File: config.mk
export PLATFORM = sky130hd
export DESIGN_NAME = fifo_reader_flat
export DESIGN_NICKNAME = d
export VERILOG_FILES = /design/src/rtl/shared_pkg.sv /design/src/rtl/fifo_reader_pkg.sv /design/src/rtl/fifo_reader_if.sv /design/src/rtl/fifo_reader_buf.sv /design/src/rtl/fifo_reader.sv /design/src/flat_wrapper.sv
export SDC_FILE = /design/constraint.sdc
export NUM_CORES = 1
export LEC_CHECK = 0
export ABC_AREA = 1
export ABC_CLOCK_PERIOD_IN_PS = 3760
export BUFFER_PORTS_ARGS = -buffer_cell sky130_fd_sc_hd__buf_4
export CAP_MARGIN = 10
export CORE_ASPECT_RATIO = 0.5
export CORE_MARGIN = 1.5
export CORE_UTILIZATION = 60
export CTS_BUF_LIST = sky130_fd_sc_hd__clkbuf_2
export CTS_CLUSTER_SIZE = 24
export DETAILED_ROUTE_END_ITERATION = 12
export PLACE_DENSITY_LB_ADDON = 0.2
export SYNTH_ARGS = -nofsm -noshare
export SYNTH_HDL_FRONTEND = slang
export SYNTH_SLANG_ARGS = --single-unit
File: constraint.sdc
create_clock -name clk -period 3.76 [get_ports clk]
set_input_delay 0.188 -clock clk [delete_from_list [all_inputs] [get_ports clk]]
set_output_delay 0.188 -clock clk [all_outputs]
set_load 0.01 [all_outputs]
File: src/rtl/shared_pkg.sv
// Constants shared between the FIFO and its reader.
package shared_pkg;

    localparam int FIFO_WIDTH   = 16;
    localparam int READER_DEPTH = 2;

endpackage

File: src/rtl/fifo_reader_pkg.sv
// Reader-local sizing and the read-credit check.
package fifo_reader_pkg;

    import shared_pkg::*;

    // Buffer occupancy counts 0..READER_DEPTH
    localparam int OCC_W = $clog2(READER_DEPTH + 1);
    localparam int SUM_W = OCC_W + 1;

    // A new read may be issued only if every word already committed (buffered
    // plus in flight) still fits once this cycle's pop has left the buffer.
    function automatic logic has_credit(
        input logic [OCC_W-1:0] occ,
        input logic             inflight,
        input logic             pop
    );
        logic [SUM_W-1:0] committed;
        logic [SUM_W-1:0] limit;
        committed = {1'b0, occ} + {{OCC_W{1'b0}}, inflight};
        limit     = SUM_W'(READER_DEPTH) + {{OCC_W{1'b0}}, pop};
        return committed < limit;
    endfunction

endpackage

File: src/rtl/fifo_reader_if.sv
// FIFO read port plus downstream valid/ready stream of the reader.
interface fifo_reader_if #(
    parameter int DATA_WIDTH = shared_pkg::FIFO_WIDTH
);

    logic                  fifo_rd_en;
    logic                  fifo_empty;
    logic [DATA_WIDTH-1:0] fifo_data_out;
    logic                  fifo_underflow;
    logic                  m_valid;
    logic                  m_ready;
    logic [DATA_WIDTH-1:0] m_data;

    // Reader side: pulls from the FIFO, pushes the stream downstream
    modport master (
        output fifo_rd_en,
        input  fifo_empty,
        input  fifo_data_out,
        input  fifo_underflow,
        output m_valid,
        input  m_ready,
        output m_data
    );

    // Environment side: the FIFO and the downstream consumer
    modport slave (
        input  fifo_rd_en,
        output fifo_empty,
        output fifo_data_out,
        output fifo_underflow,
        input  m_valid,
        output m_ready,
        input  m_data
    );

endinterface

File: src/rtl/fifo_reader_buf.sv
// Two-entry in-order output buffer; head entry is always the oldest word.
module fifo_reader_buf
    import fifo_reader_pkg::*;
#(
    parameter int DATA_WIDTH = shared_pkg::FIFO_WIDTH
) (
    input  logic                  clk,
    input  logic                  rst,
    input  logic                  push,
    input  logic                  pop,
    input  logic [DATA_WIDTH-1:0] data_in,
    output logic [DATA_WIDTH-1:0] head,
    output logic [OCC_W-1:0]      occ
);

    logic [DATA_WIDTH-1:0] head_q, head_d;
    logic [DATA_WIDTH-1:0] tail_q, tail_d;
    logic [OCC_W-1:0]      occ_q,  occ_d;

    // Shift-style update: pops move tail into head, pushes land in the first free slot
    always_comb begin
        head_d = head_q;
        tail_d = tail_q;
        occ_d  = occ_q;
        case ({push, pop})
            2'b10: begin
                if (occ_q == '0) begin
                    head_d = data_in;
                end else begin
                    tail_d = data_in;
                end
                occ_d = occ_q + 1'b1;
            end
            2'b01: begin
                head_d = tail_q;
                occ_d  = occ_q - 1'b1;
            end
            2'b11: begin
                // Occupancy holds; with one word the newcomer becomes head directly
                if (occ_q == OCC_W'(1)) begin
                    head_d = data_in;
                end else begin
                    head_d = tail_q;
                    tail_d = data_in;
                end
            end
            default: ;
        endcase
    end

    // Buffer registers; contents are cleared so the stream reads zero after reset
    always_ff @(posedge clk) begin
        if (rst) begin
            head_q <= '0;
            tail_q <= '0;
            occ_q  <= '0;
        end else begin
            head_q <= head_d;
            tail_q <= tail_d;
            occ_q  <= occ_d;
        end
    end

    assign head = head_q;
    assign occ  = occ_q;

endmodule

File: src/rtl/fifo_reader.sv
// Drains a synchronous FIFO into a registered valid/ready stream, using
// credit-based reads so the 2-entry buffer can never overflow.
module fifo_reader
    import fifo_reader_pkg::*;
#(
    parameter int DATA_WIDTH = shared_pkg::FIFO_WIDTH,
    parameter int CNT_WIDTH  = 16
) (
    input  logic                 clk,
    input  logic                 rst,
    input  logic                 en,
    fifo_reader_if.master        bus,
    output logic [CNT_WIDTH-1:0] drain_count,
    output logic                 err
);

    logic [OCC_W-1:0]      occ;
    logic [DATA_WIDTH-1:0] head;
    logic                  m_valid;
    logic                  pop;
    logic                  push;
    logic                  rd_en;

    logic                  inflight_q, inflight_d;
    logic                  err_q,      err_d;
    logic [CNT_WIDTH-1:0]  cnt_q,      cnt_d;

    assign m_valid = (occ != '0);
    assign pop     = m_valid & bus.m_ready;
    // A returning word is kept only if the FIFO did not flag the read as empty
    assign push    = inflight_q & ~bus.fifo_underflow;
    // Reset gates the request directly so no read escapes while rst is high
    assign rd_en   = ~rst & en & ~bus.fifo_empty & has_credit(occ, inflight_q, pop);

    assign bus.fifo_rd_en = rd_en;
    assign bus.m_valid    = m_valid;
    assign bus.m_data     = head;
    assign drain_count    = cnt_q;
    assign err            = err_q;

    fifo_reader_buf #(
        .DATA_WIDTH (DATA_WIDTH)
    ) u_buf (
        .clk     (clk),
        .rst     (rst),
        .push    (push),
        .pop     (pop),
        .data_in (bus.fifo_data_out),
        .head    (head),
        .occ     (occ)
    );

    // Next state for in-flight tracking, sticky error and delivered-word counter
    always_comb begin
        inflight_d = rd_en;
        err_d      = err_q | (inflight_q & bus.fifo_underflow);
        cnt_d      = cnt_q + CNT_WIDTH'(pop);
    end

    // Control registers
    always_ff @(posedge clk) begin
        if (rst) begin
            inflight_q <= 1'b0;
            err_q      <= 1'b0;
            cnt_q      <= '0;
        end else begin
            inflight_q <= inflight_d;
            err_q      <= err_d;
            cnt_q      <= cnt_d;
        end
    end

endmodule
File: src/flat_wrapper.sv
// flat-port wrapper written by rule: the top's interface ports become plain ports
module fifo_reader_flat import fifo_reader_pkg::*;
#(
    parameter int DATA_WIDTH = shared_pkg::FIFO_WIDTH,
    parameter int CNT_WIDTH  = 16
)
  (clk, rst, en, drain_count, err, bus_fifo_rd_en, bus_fifo_empty, bus_fifo_data_out, bus_fifo_underflow, bus_m_valid, bus_m_ready, bus_m_data);
  fifo_reader_if #(.DATA_WIDTH(DATA_WIDTH)) bus_i ();
  input  logic clk;
  input  logic rst;
  input  logic en;
  output logic [CNT_WIDTH-1:0] drain_count;
  output logic err;
  output wire logic [$bits(bus_i.fifo_rd_en)-1:0] bus_fifo_rd_en;
  input wire logic [$bits(bus_i.fifo_empty)-1:0] bus_fifo_empty;
  input wire logic [$bits(bus_i.fifo_data_out)-1:0] bus_fifo_data_out;
  input wire logic [$bits(bus_i.fifo_underflow)-1:0] bus_fifo_underflow;
  output wire logic [$bits(bus_i.m_valid)-1:0] bus_m_valid;
  input wire logic [$bits(bus_i.m_ready)-1:0] bus_m_ready;
  output wire logic [$bits(bus_i.m_data)-1:0] bus_m_data;
  assign bus_fifo_rd_en = bus_i.fifo_rd_en;
  assign bus_i.fifo_empty = bus_fifo_empty;
  assign bus_i.fifo_data_out = bus_fifo_data_out;
  assign bus_i.fifo_underflow = bus_fifo_underflow;
  assign bus_m_valid = bus_i.m_valid;
  assign bus_i.m_ready = bus_m_ready;
  assign bus_m_data = bus_i.m_data;
  fifo_reader #(.DATA_WIDTH(DATA_WIDTH), .CNT_WIDTH(CNT_WIDTH)) u_core (.clk(clk), .rst(rst), .en(en), .bus(bus_i), .drain_count(drain_count), .err(err));
endmodule
**Yosys cells after proc, flatten, opt, wreduce, memory -nomap -nowiden**

Index checks and enable logic that the tools add are counted.

- Add/sub/neg operators: 5
- Order comparisons: 1
- Eq/ne operators: 7
- Mux-type cells: 7
- Bitwise operators: 10
- Reductions and logical operators: 7

Operators by type and width:

| cell | number |
|---|---|
| 2-to-1 mux 16 bit | 4 |
| case mux 16 bit (3 select lines) | 1 |
| case mux 16 bit (2 select lines) | 1 |
| adder 16 x 1 -> 16 bit | 1 |
| AND 1 bit | 6 |
| != test 2 bit (second input constant) | 3 |
| nonzero test 2 bit | 3 |
| == test 2 x 1 -> 1 bit (second input constant) | 2 |
| == test 2 bit (second input constant) | 2 |
| case mux 2 bit (2 select lines) | 1 |
| adder 2 x 1 -> 3 bit | 1 |
| adder 2 x 1 -> 3 bit (first input constant) | 1 |
| less-than comparator 3 bit | 1 |
| inverter 1 bit | 3 |
| AND reduction 3 bit | 1 |
| nonzero test 3 bit | 1 |
| adder 2 x 1 -> 2 bit (second input constant) | 1 |
| logical NOT 2 bit | 1 |
| AND reduction 2 bit | 1 |
| subtractor 2 x 1 -> 2 bit (second input constant) | 1 |
| OR 1 bit | 1 |

- Bits in registers: 52
- Input port bits: 22
- Output and inout bits: 35
- Logic and storage cells: 43

**Longest topological paths before layout**

Gate-level depths: netlist of run 1.

- Depth after elaboration: 5
- Depth in mapped cells: 14
- Depth with buffers taken out: 13

**Cells and area by module**

A second synthesis of run 1 with hierarchy kept.

- Cells, all modules: 396
- Area, all modules: 2,742.6 um^2

By module, submodules not included:

| module | instances | cells an instance | area an instance (um^2) | sequential area each (um^2) |
|---|---|---|---|---|
| fifo_reader_buf | 1 | 259 | 1,798.0 | 680.7 |
| fifo_reader | 1 | 137 | 944.7 | 360.3 |

**Worst setup path after synthesis of run 1**

OpenSTA, ideal clock, no wires.

- Path kind: reg2reg
- From: register u_core.u_buf.occ_q[0], in the netlist u_core.u_buf.occ[0]
- To: register u_core.cnt_q[10], in the netlist u_core.drain_count[10]
- Library setup time: 0.128 ns
- Data arrival time: 1.901 ns
- Required time: 3.632 ns
- Path slack: 1.732 ns
- Cell stages (with the launch flop): 14
- Path buffers: 1
- Clock period less this slack: 2.028 ns
- Cells stage by stage: dfxtp_1 inv_1 ha_1 inv_2 nand2_4 inv_4 buf_4 ha_1 ha_1 nand2_1 nor2_4 nand3_1 xor2_1 nor2_1

- Cells in the longest elaborated chain, start to end: 3

Ends and longest elaborated chain:

| what | line | source |
|---|---|---|
| start, declared | fifo_reader_buf.sv:18 | `logic [OCC_W-1:0] occ_q, occ_d;` |
| start signal, assigned | fifo_reader_buf.sv:56 | `occ_q <= '0;` |
| start signal, assigned | fifo_reader_buf.sv:60 | `occ_q <= occ_d;` |
| nonzero test 2 bit | fifo_reader.sv:28 | `assign m_valid = (occ != '0);` |
| named net bus_m_valid | flat_wrapper.sv:18 | `output wire logic [$bits(bus_i.m_valid)-1:0] bus_m_valid;` |
| AND 1 bit | fifo_reader.sv:29 | `assign pop = m_valid & bus.m_ready;` |
| adder 16 x 1 -> 16 bit | fifo_reader.sv:57 | `cnt_d = cnt_q + CNT_WIDTH'(pop);` |
| end signal, assigned | fifo_reader.sv:69 | `cnt_q <= cnt_d;` |
| end, declared | fifo_reader.sv:26 | `logic [CNT_WIDTH-1:0] cnt_q, cnt_d;` |

The timed path passes the listed nets, and every way through them passes these cells.
A chain may end at the register's enable or synchronous reset.

**Worst setup path after layout of run 1**

- From: register u_core.u_buf.occ_q[0], in the netlist u_core.u_buf.occ[0]
- To: register u_core.u_buf.tail_q[1]

- Cells in the longest elaborated chain, start to end: 5
- Elaborated cells on any way between the ends: 11
- Those cells by class: 5 x eq/ne; 1 x mux; 1 x bitwise; 4 x reduce/logical

Ends and longest elaborated chain:

| what | line | source |
|---|---|---|
| nonzero test 2 bit | fifo_reader.sv:28 |  |
| AND 1 bit | fifo_reader.sv:29 |  |
| == test 2 bit | fifo_reader_buf.sv:25 | `case ({push, pop})` |
| != test 2 bit (no source line) or nonzero test 2 bit (tied branches) | - |  |
| AND reduction 3 bit (no source line) | - |  |
| end signal, assigned | fifo_reader_buf.sv:59 | `tail_q <= tail_d;` |
| end, declared | fifo_reader_buf.sv:17 | `logic [DATA_WIDTH-1:0] tail_q, tail_d;` |

Several ways; a longest one is shown, not always the timed one.

==> metrics.md, run 1 <==
| Metric | Value |
|---|---|
| Final TNS setup | 0 ps |
| Drt total wl | 6130 µm |
| Hold_sp | bus_m_ready |
| Count leader, synth | nand2_1 |
| P_int | 0.887 mW |
| Yosys cell types | 28 |
| Wirelength per Cell | 12.1 µm |
| Hold Path End | u_core.u_buf.head[8] |
| Worst Path Required | ~4000 ps |
| Slowest cell on the critical path | o211ai_2 |
| Critical R2R Launch | u_core.u_buf.occ[0] |
| Root Buffer | clkbuf_2 |
| CTS tree | yes |
| CP Class | reg -> reg |
| Top_reg_cell synth | dfxtp_1 |
| Via count | 2523 |
| Worst EP arrival | roughly 2700 ps |
| Clock Skews | slightly below 30 ps |
| Sw frac | 0.315 |
| N_diodes | 0 |
| Synth area leader | dfxtp_1 |
| Area of the multi-input gates | about 1300 µm² |
| Syn Inst Count | roughly 380 |
| Die H | 49.8 µm |
| Nets | a little under 500 |
| Final setup vio count | 0 |
| Routed Antenna Nets | 0 |
| GRT overflow | 0 |
| Reg power frac | 0.489 |
| Fraction of layout cells with a size suffix above 1 | 0.177 |
| Net Sw Power | roughly 0.41 mW |
| Crit path max fanout | 21 |
| Syn Nets | a little over 400 |
| Residual DRC | 0 |
| VDD IR max | between 150 and 200 µV |
| Max-slew violation count | 0 |
| Pleak | 1.71 nW |
| Slew @ Worst Pin | ~670 ps |
| CP top delay family | compound AO/OA/AOI/OAI gates |
| Area Overhead vs Synth | 25.9% |
| CP max stage delay | 580 ps |
| Crit path cell chain | inv_1 -> ha_1 -> inv_2 -> nand2_4 -> inv_4 -> ha_1 -> o211ai_2 -> buf_6 -> nand2_1 -> nand2_1 -> nor2_1 |
| GP Congestion | ~0.85 |
| Std-Cell Rows | 16 |
| Mapped Area | between 2000 and 3000 µm² |
| Register area share after synthesis | 0.396 |
| Die area | 4810 µm² |
| Maximum clock insertion buffer count | 2 |
| Hold WS | between 300 and 400 ps |
| Clock power frac | 0.223 |
| Largest net degree at the start of global routing | just over 40 |
| Initial Util | 0.650 |
| Cts bufs inserted | 5 |
| Hold path depth | 7 |
| H-Tree Depth | 2 |
| Crit path capture type | flip-flop |
| Async SR Flop Fraction | 0 |
| # IOs | between 50 and 60 |
| RSZ-0062 raised after global routing | false |
| Final Critical Period | about 2300 ps |
| First drt pass iteration count | 7 |
| Post-DP HPWL | 4060 µm |
| Vias/cell | 5.00 |
| Outcome | completed |
| Min-delay worst type | in -> reg |
| Quantity of I/O buffers inserted on ports | 56 |
| Core area | ~4000 µm² |
| FF/Latch Area | roughly 1000 µm² |
| Hold Violations, Final | 0 |
| Antenna violations before repair | 0 |
| Clk sinks | 52 |
| Buffers & Inverters on Critical Path | 4 |
| Global-route wire length before repair | around 10000 µm |
| Cell area power density | about 390 nW/µm² |
| Number of global-route vias before repair | about 2400 |
| Post-synth EDFFs | 0 |
| Reg2Reg Setup Slack | 1440 ps |
| Post-synthesis register bit count | 52 |
| Max_cap viols | 0 |
| Top post-synthesis cells by area | dfxtp_1 40%, nand2_1 11%, nand3_1 11%, inv_1 8.1%, nor2_1 7.8% |
| Slew HR | 0.549 |
| Horiz. Die Dim | roughly 97 µm |
| Syn Area/Cell | around 6.9 µm² |
| Drt first-iter violations | ~120 |
| CTS clk-pin slew, worst paths | roughly 270 ps |
| Later-pin clock latency in the skew report | roughly 430 ps |
| F_max | 432 MHz |
| Gr usage total | 0.259 |
| Crit path launch type | flip-flop |
| Post-CTS Setup Inserts | 0 |
| Post-synth top area share | 0.396 |
| Comb pwr share | 0.289 |
| Yosys Warn Count | 0 |
| Final Cycle Share | 0.616 |
| Post-synth top cells | 78 x nand2_1, 57 x inv_1, 57 x nand3_1 |
| RR Endpoint | u_core.u_buf.tail_q[1] |
| FILL cells | 284 |
| Worst r2r path cells | 11 |
==> worst max-delay path by stage <==
stage	from	end	slack [ps]	cells past startpoint
5_1_grt	u_core.u_buf.occ[0]	u_core.u_buf.tail_q[0]	1250	11
2_1_floorplan	u_core.u_buf.occ[0]	u_core.drain_count[10]	1730	13
6_report	u_core.u_buf.occ[0]	u_core.u_buf.tail_q[1]	1440	11
3_5_place_dp	u_core.u_buf.occ[0]	u_core.u_buf.tail_q[14]	1220	10
3_3_place_gp	u_core.u_buf.occ[0]	u_core.u_buf.tail_q[6]	1420	10
4_1_cts	u_core.u_buf.occ[0]	u_core.u_buf.tail_q[14]	1210	10
==> power groups by stage <==
stage	clock network, mW	logic (mW)	registers [mW]
after CTS	0.295	0.368	0.632
after global routing	0.317	0.417	0.640
after detailed placement	0	0.350	0.643
final	0.288	0.373	0.633
after floorplan	0	0.228	0.657
after global placement	0	0.338	0.639
==> layout by cell type (no fill, tap or decap), drive strengths merged, types with 6 or more instances in the layout <==
| cell type | instances |
|---|---|
| dfxtp | 52 |
| dlygate4sd3 | 20 |
| nand3 | 57 |
| nor2 | 59 |
| buf | 58 |
| o21ai | 6 |
| clkbuf | 6 |
| inv | 60 |
| a21oi | 10 |
| or2 | 16 |
| ha | 10 |
| nand2 | 81 |
==> flip-flops by register name, summed over array words and instances (netlist names) <==
register	count
u_core.inflight_q	1
u_core.u_buf.head	16
u_core.u_buf.tail_q	16
u_core.err	1
u_core.u_buf.occ	2
u_core.drain_count	16
==> cell type report <==
type	instances	share of cell area
Clock inverter	2	0.0106
Tap cell	54	0.0204
Clock buffer	6	0.00907
Sequential cell	52	0.314
Inverter	60	0.0688
Timing Repair Buffer	78	0.193
Multi-Input combinational cell	253	0.384
==> per-stage QoR <==
| stage | total power [mW] | util | instance area, µm² | instances | worst slack (ps) |
|---|---|---|---|---|---|
| 3_5_place_dp | 0.993 | 0.751 | 3040 | 476 | 1220 |
| 3_3_place_gp | 0.977 | 0.751 | 3040 | 476 | 1420 |
| 5_1_grt | 1.37 | 0.819 | 3310 | 505 | 1250 |
| 6_report | 1.29 | 0.819 | 3310 | 505 | 1440 |
| 4_1_cts | 1.29 | 0.814 | 3290 | 503 | 1210 |
| 2_1_floorplan | 0.884 | - | 2630 | 379 | 1730 |
==> tightest hold or removal path: stages <==
cell	delay, ps
buf_4	120
nand2_4	100
inv_4	110
nand3_1	100
nand3_1	60
nand3_1	60
inv_1	30
==> layer usage <==
layer | vias to the layer above | GRT usage | wire length [µm]
li1 | 1303 | - | -
met1 | 1138 | 0.302 | 2670
met2 | 74 | 0.480 | 3080
met3 | 8 | 0.0553 | 319
met4 | 0 | 0.0894 | 55
met5 | - | 0 | 0
==> kinds of logic after synthesis <==
kind of cell | count (synthesis) | share of synthesized area
buffers and inverters | 74 | 0.121
xor gates and xnor gates | 4 | 0.0133
and+or+nand+nor | 219 | 0.374
DFF | 52 | 0.396
AOI/OAI and AO/OA | 20 | 0.0480
adders and majority gates | 10 | 0.0476
==> what timing repair did <==
action,CTS,global route
endpoints found under the hold margin,19,1
resized for setup,0,0
endpoints found under the setup margin,0,0
hold buffers,19,1
(Power assumes the default switching activity.)
==> run 2, diff against run 1 <==
- ABC_AREA: 1 -> 0
- ABC_CLOCK_PERIOD_IN_PS: 3760 -> 2000
- CORE_UTILIZATION: 60 -> 49
- clock period: 3.76 -> 2 ns (I/O delays scaled with it)
==> run 2 against run 1 <==
Net effect:
- the flow now finishes with violations (negative setup slack)
- sequential power rose by 110%
- setup slack got worse by 1600 ps
- combinational power rose to 3.4 times the previous value
- first-iteration DRC count fell by 18%
- fmax rose by 9.1%
- clock skew fell by 8.6 ps
==> metrics.md, run 2 <==
| Metric | Value |
|---|---|
| Vias/cell | 5.31 (+6.2%) |
| Critical R2R Launch | u_core.u_buf.occ[1] |
| GRT overflow | 0 (unchanged) |
| VDD IR max | 467 µV (+170%) |
| Via count | 2069 (-18%) |
| Tot Pwr | 3.13 mW (+140%) |
| Drt total wl | 5670 µm (-7.4%) |
| N_diodes | 0 (unchanged) |
| Commonest non-fill, non-tap cell in the layout | buf_4 |
| Setup WS pre-CTS | -178 ps (-1400 ps) |
| Yosys cell types | 30 (+7.1%) |
| Hold WS | 190 ps (-151 ps) |
| Slew HR | 0.624 (+0.0753) |
| Most frequent cells in the layout | 77 x buf_4, 50 x dfxtp_1, 49 x nor2_1 |
| Reg2Reg Setup Slack | -120 ps (-1570 ps) |
| F_max | 471 MHz (+9.1%) |
| Gr usage total | 0.215 (-0.0443) |
| Die H | 50.6 µm (+1.5%) |
| Global-route wire length before repair | 8450 µm (-17%) |
| Syn Nets | 272 (-34%) |
| Worst r2r path cells | 10 (-1) |
| GP Congestion | 0.802 (-5.5%) |
| CTS tree | yes |
| Hold_sp | bus_m_ready |
| Residual DRC | 0 (unchanged) |
| Hold Violations, Final | 0 (unchanged) |
| Top_reg_cell synth | dfxtp_1 |
| Register area share after synthesis | 0.470 (+0.0740) |
| FF/Latch Area | 1040 µm² (+0.24%) |
| Wirelength per Cell | 14.5 µm (+20%) |
| CTS clk-pin slew, worst paths | 270 ps (about the same) |
| # IOs | 57 (unchanged) |
| Slew @ Worst Pin | 562 ps (-112 ps) |
| Area Overhead vs Synth | 46.0% |
| Async SR Flop Fraction | 0 (unchanged) |
| Synth area leader | dfxtp_1 |
| Crit path cell chain | inv_1 -> ha_4 -> inv_2 -> nand2_2 -> inv_4 -> ha_4 -> nand2_2 -> or3_4 -> or4_1 -> a21oi_1 |
| Final Critical Period | 2120 ps (-194 ps) |
| Cell Count, Final, Fillers Out | 390 (-23%) |
| Die area | 4960 µm² (+3.0%) |
| Antenna violations before repair | 0 (unchanged) |
| Final setup margin | -122 ps (-1570 ps) |
| Number of global-route vias before repair | 1827 (-25%) |
| Top post-synthesis cells by area | dfxtp_1 47%, nor2_1 8.3%, mux2i_1 7.2%, a221oi_1 6.3%, ha_1 5.6% |
| Final Cycle Share | 1.06 (+0.445) |
| Core area | 4380 µm² (+8.4%) |
| Clock Skews | 21.0 ps (-8.63 ps) |
| Crit path capture type | flip-flop |
| Placed cells | 355 (-25%) |
| Final setup vio count | 1 (+1) |
| RSZ-0062 raised after global routing | true |
| Fraction of layout cells with a size suffix above 1 | 0.333 (+0.156) |
| Cts bufs inserted | 5 (unchanged) |
| Worst Path Required | 2380 ps (-1720 ps) |
| Hold Path End | u_core.drain_count[0] |
| CP Class | reg -> reg |
| Maximum clock insertion buffer count | 2 (unchanged) |
| Buffers & Inverters on Critical Path | 3 (-1) |
| Post-synth top cells | 52 x dfxtp_1, 49 x nor2_1, 18 x nor3_1 |
| Max_cap viols | 0 (unchanged) |
| Crit path launch type | flip-flop |
| Largest net degree at the start of global routing | 29 (-29%) |
| RR Endpoint | u_core.drain_count[15] |
| Clk sinks | 52 (unchanged) |
| CP top delay family | simple AND/OR/NAND/NOR gates |
| Horiz. Die Dim | 98.1 µm (+1.5%) |
| Crit path max fanout | 5 (-76%) |
| H-Tree Depth | 2 (unchanged) |
| Root Buffer | clkbuf_2 |
| Quantity of I/O buffers inserted on ports | 56 (unchanged) |
| Initial Util | 0.506 (-0.145) |
| Syn Area/Cell | 9.23 µm² (+33%) |
| CP max stage delay | 420 ps (-160 ps) |
| Post-DP HPWL | 3380 µm (-17%) |
| Pleak | 1.35 nW (-21%) |
| Mapped Area | 2220 µm² (-16%) |
| Nets | 364 (-24%) |
| Syn Inst Count | 240 (-37%) |
| Drt first-iter violations | 99 (-18%) |
| Slowest cell on the critical path | or4_1 |
| Routed Antenna Nets | 0 (unchanged) |
| Failing checks | negative setup slack |
| Std-Cell Rows | 17 (+1) |
| Min-delay worst type | in -> reg |
| Later-pin clock latency in the skew report | 420 ps (about the same) |
| Util after Layout | 0.738 (-0.0808) |
| Post-synth top area share | 0.470 (+0.0740) |
| Count leader, synth | dfxtp_1 |
| Yosys Warn Count | 0 (unchanged) |
| Area of the multi-input gates | 1230 µm² (-3.2%) |
| Hold path depth | 5 (-2) |
| Worst EP arrival | 2500 ps (-160 ps) |
| First drt pass iteration count | 4 (-3) |
| Post-synth EDFFs | 0 (unchanged) |
| Outcome | finished with violations |
| Post-synthesis register bit count | 52 (unchanged) |
| Cell area power density | 967 nW/µm² (+150%) |
| FILL cells | 329 (+16%) |
| Max-slew violation count | 0 (unchanged) |
-- run 2: changes by cell type after synthesis, moves of 6 or more --
cell      change
nor3_1       +17
inv_1        -49
a221oi_1     +16
nor2_1        -6
xnor2_1       +7
mux2i_1      +16
a21oi_1       -6
nand3_1      -52
nand2_1      -70
or2_0        -14
clkbuf_1      +7
-- run 2: logic make-up after synthesis --
kind of cell	after synthesis	share of synthesized area
and+or+nand+nor	100	0.212
buffers and inverters	21	0.0390
muxes	16	0.0723
adders and majority gates	10	0.0565
DFF	52	0.470
AOI/OAI and AO/OA	27	0.0949
xor gates and xnor gates	14	0.0553
-- run 2: timing repair --
action	4_1_cts	5_1_grt
pin swaps	1	7
gates resized for setup	4	18
hold endpoints to repair	43	0
cloned	0	0
hold buffers	20	0
setup buffers	2	5
endpoints found under the setup margin	21	23
-- run 2: stage by stage --
stage                     setup TNS, ps  instance area [µm²]
after floorplan                       0                 2260
after global placement            -15.8                 2800
after detailed placement          -2210                 2800
after CTS                             0                 3100
after global routing               -470                 3230
final                              -122                 3230
-- run 2: worst max-delay path by stage --
stage                              from                     end  slack [ps]  depth (start not counted)
global route        u_core.u_buf.occ[1]  u_core.drain_count[15]        -200                         10
detailed placement  u_core.u_buf.occ[1]   u_core.u_buf.head[13]        -180                          8
floorplan           u_core.u_buf.occ[0]  u_core.drain_count[15]           9                         10
finish              u_core.u_buf.occ[1]  u_core.drain_count[15]        -120                         10
global placement    u_core.u_buf.occ[1]   u_core.u_buf.head[10]         -20                          8
CTS                 u_core.u_buf.occ[1]  u_core.drain_count[15]          10                         10
-- run 2: final cells by class --
class	count	area share
well taps	57	0.0221
repair buffers	98	0.244
clock buffers	5	0.00774
flip-flops and latches	52	0.323
multi-input cells	167	0.380
inverters	8	0.0101
clock inverters	3	0.0132
-- run 2: power breakdown --
group | leakage (nW) | internal (mW) | switching [mW]
combinational | 0.886 | 0.626 | 0.655
clock | 0.0406 | 0.210 | 0.334
sequential | 0.423 | 1.20 | 0.100
total | 1.35 | 2.04 | 1.09
-- run 2: metal layers --
| metal | routed length [µm] | up-vias | global-route usage |
|---|---|---|---|
| li1 | - | 1031 | - |
| met1 | 2610 | 980 | 0.271 |
| met2 | 2800 | 51 | 0.382 |
| met3 | 207 | 7 | 0.0543 |
| met4 | 51 | 0 | 0.0381 |
| met5 | 0 | - | 0 |
-- run 2: worst reg2reg max path, delay by kind of cell, from the launching register on --
family / cells / cell delay, ps
AOI/OAI and AO/OA: 1 / 190
adders and majority gates: 2 / 330
DFF: 1 / 380
and+or+nand+nor: 4 / 950
buffers and inverters: 3 / 220
==> run 3, diff against run 2 <==
==> constraint.sdc (replaced) <==
create_clock -name clk -period 2 [get_ports clk]
set_input_delay 0.4 -clock clk [delete_from_list [all_inputs] [get_ports clk]]
set_output_delay 0.4 -clock clk [all_outputs]
set_load 0.01 [all_outputs]
==> run 3 against run 2 <==
Net effect:
- the flow still finishes with violations (negative setup slack)
- global-route usage grew 0.099 points
- core utilization shrank 4.7 points
- largest cell class unchanged
- combinational power barely moved
- critical endpoint is now bus_fifo_rd_en
- total power decreased by 4.7%
- highest routed layer unchanged
==> metrics.md, run 3 (synthesis gave the netlist of run 2 again) <==
| Metric | Value |
|---|---|
| Outcome | finished with violations |
| Failing checks | negative setup slack |
| Final Cycle Share | 1.04 (-0.0183) |
| Final setup vio count | 2 (+1) |
| CTS tree | yes |
| Worst Path Required | 1600 ps (-780 ps) |
| N_diodes | 0 (unchanged) |
| Maximum clock insertion buffer count | 2 (unchanged) |
| Sw frac | 0.357 (+0.00874) |
| Global-route wire length before repair | 8470 µm (+0.33%) |
| RSZ-0062 raised after global routing | true |
| Initial Util | 0.506 (unchanged) |
| Min-delay worst type | in -> reg |
| Crit path launch type | flip-flop |
| P_int | 1.92 mW (-6.0%) |
| Final Instance Area | 3030 µm² (-6.4%) |
| Die H | 50.6 µm (unchanged) |
| Slew @ Worst Pin | 840 ps (+278 ps) |
| Net Sw Power | 1.06 mW (-2.3%) |
| Gr usage total | 0.216 (+0.000990) |
| Reg power frac | 0.437 (+0.020) |
| Commonest non-fill, non-tap cell in the layout | buf_4 |
| GRT overflow | 0 (unchanged) |
| Max-slew violation count | 0 (unchanged) |
| Area post-placement | 2810 µm² (+0.27%) |
| Comb pwr share | 0.431 (+0.022) |
| Cts bufs inserted | 5 (unchanged) |
| Antenna violations before repair | 0 (unchanged) |
| Final Critical Period | 2090 ps (-36.6 ps) |
| Max_cap viols | 0 (unchanged) |
| Area Overhead vs Synth | 36.6% |
| Reg2Reg Setup Slack | -60 ps (+60 ps) |
| Crit path capture type | output pin |
| Number of global-route vias before repair | 1884 (+3.1%) |
| CP max stage delay | 390 ps (-30 ps) |
| Core area | 4380 µm² (unchanged) |
| First drt pass iteration count | 4 (unchanged) |
| Placed cells | 356 (+0.28%) |
| Clk sinks | 52 (unchanged) |
| VDD IR max | 467 µV (about the same) |
| Util after Layout | 0.691 (-0.0471) |
| Clock power frac | 0.132 (-0.042) |
| Slew HR | 0.440 (-0.185) |
| Slowest cell on the critical path | dfxtp_2 |
| Clock Skews | 34.0 ps (+12.9 ps) |
| Quantity of I/O buffers inserted on ports | 56 (unchanged) |
| CTS clk-pin slew, worst paths | 260 ps (about the same) |
| Root Buffer | clkbuf_2 |
| Cell area power density | 984 nW/µm² (+1.8%) |
| Std-Cell Rows | 17 (unchanged) |
| GP Congestion | 0.821 (+2.3%) |
| Drt total wl | 5130 µm (-9.6%) |
| Die area | 4960 µm² (unchanged) |
| Hold Violations, Final | 0 (unchanged) |
| Worst EP arrival | 1690 ps (-810 ps) |
| Nets | 344 (-5.5%) |
| Pleak | 1.25 nW (-7.3%) |
| # IOs | 57 (unchanged) |
| Post-DP HPWL | 3500 µm (+3.4%) |
| Tot Pwr | 2.98 mW (-4.7%) |
| CP Class | reg -> out |
| Most frequent cells in the layout | 74 x buf_4, 50 x dfxtp_1, 49 x nor2_1 |
| Crit path max fanout | 2 (-3) |
| Drt first-iter violations | 67 (-32%) |
| Largest net degree at the start of global routing | 52 (+79%) |
| Buffers & Inverters on Critical Path | 2 (-1) |
| F_max | 480 MHz (+1.8%) |
| Residual DRC | 0 (unchanged) |
| Wirelength per Cell | 13.9 µm (-4.5%) |
| Via count | 1994 (-3.6%) |
| Routed Antenna Nets | 0 (unchanged) |
| Horiz. Die Dim | 98.1 µm (unchanged) |
| Fraction of layout cells with a size suffix above 1 | 0.349 (+0.0160) |
| Cell Count, Final, Fillers Out | 369 (-5.4%) |
| Later-pin clock latency in the skew report | 430 ps (about the same) |
| Vias/cell | 5.40 (+1.9%) |
| H-Tree Depth | 2 (unchanged) |
| Crit path cell chain | buf_6 -> ha_4 -> ha_4 -> o21ai_2 -> and4b_1 -> buf_6 |
| CP top delay family | adder cells |
| Final setup margin | -85.4 ps (+36.6 ps) |
| Final TNS setup | -141 ps (-18.7 ps) |
==> run 3: through the flow <==
step,worst slack [ps],hold slack (ps)
after floorplan,8.77,460
after global placement,-29.1,455
after detailed placement,-209,471
after CTS,-123,179
after global routing,-203,156
final,-85.4,193
==> run 3: worst paths after layout <==
path	startpoint	end	depth (start not counted)
min reg2reg	u_core.u_buf.head[15]	u_core.u_buf.head[15]	2
max reg2reg	u_core.u_buf.occ[0]	u_core.drain_count[15]	10
max	u_core.u_buf.occ[0]	bus_fifo_rd_en	6
min	bus_fifo_data_out[7]	u_core.u_buf.tail_q[7]	3
==> run 3: power by group through the flow <==
| stage | Combinational [mW] | Sequential [mW] | Clock [mW] |
|---|---|---|---|
| after global routing | 1.42 | 1.32 | 0.451 |
| after floorplan | 0.538 | 1.37 | 0 |
| after CTS | 1.21 | 1.30 | 0.409 |
| after global placement | 1.03 | 1.31 | 0 |
| final | 1.28 | 1.30 | 0.393 |
| after detailed placement | 1.07 | 1.32 | 0 |
==> run 3: area by class of cell <==
type                            count  area (µm²)
Inverter                            8        35.0
Timing Repair Buffer               77         589
Clock buffer                        5        25.0
Multi-Input combinational cell    168        1250
Fill cell                         339        1350
Sequential cell                    52        1040
Tap cell                           57        71.3
Clock inverter                      2        12.5
==> run 3: worst register-to-register path, delay by kind of cell, from the launching register on <==
kind / cells / cell delay [ps]
adders and majority gates: 2 / 320
AOI/OAI and AO/OA: 1 / 140
DFF: 1 / 400
buffers and inverters: 3 / 230
and+or+nand+nor: 4 / 920
==> run 3: layer usage <==
layer	GRT usage	up-vias	wire, µm
li1	-	995	-
met1	0.263	956	2370
met2	0.370	35	2490
met3	0.0613	8	192
met4	0.0810	0	74
met5	0	-	0
==> run 3: what timing repair did <==
item | CTS | global route
buffers inserted | 4 | 1
gates cloned | 0 | 1
hold buffers | 0 | 0
gates resized for setup | 16 | 11
setup endpoints to repair | 22 | 23
pin swaps | 5 | 6
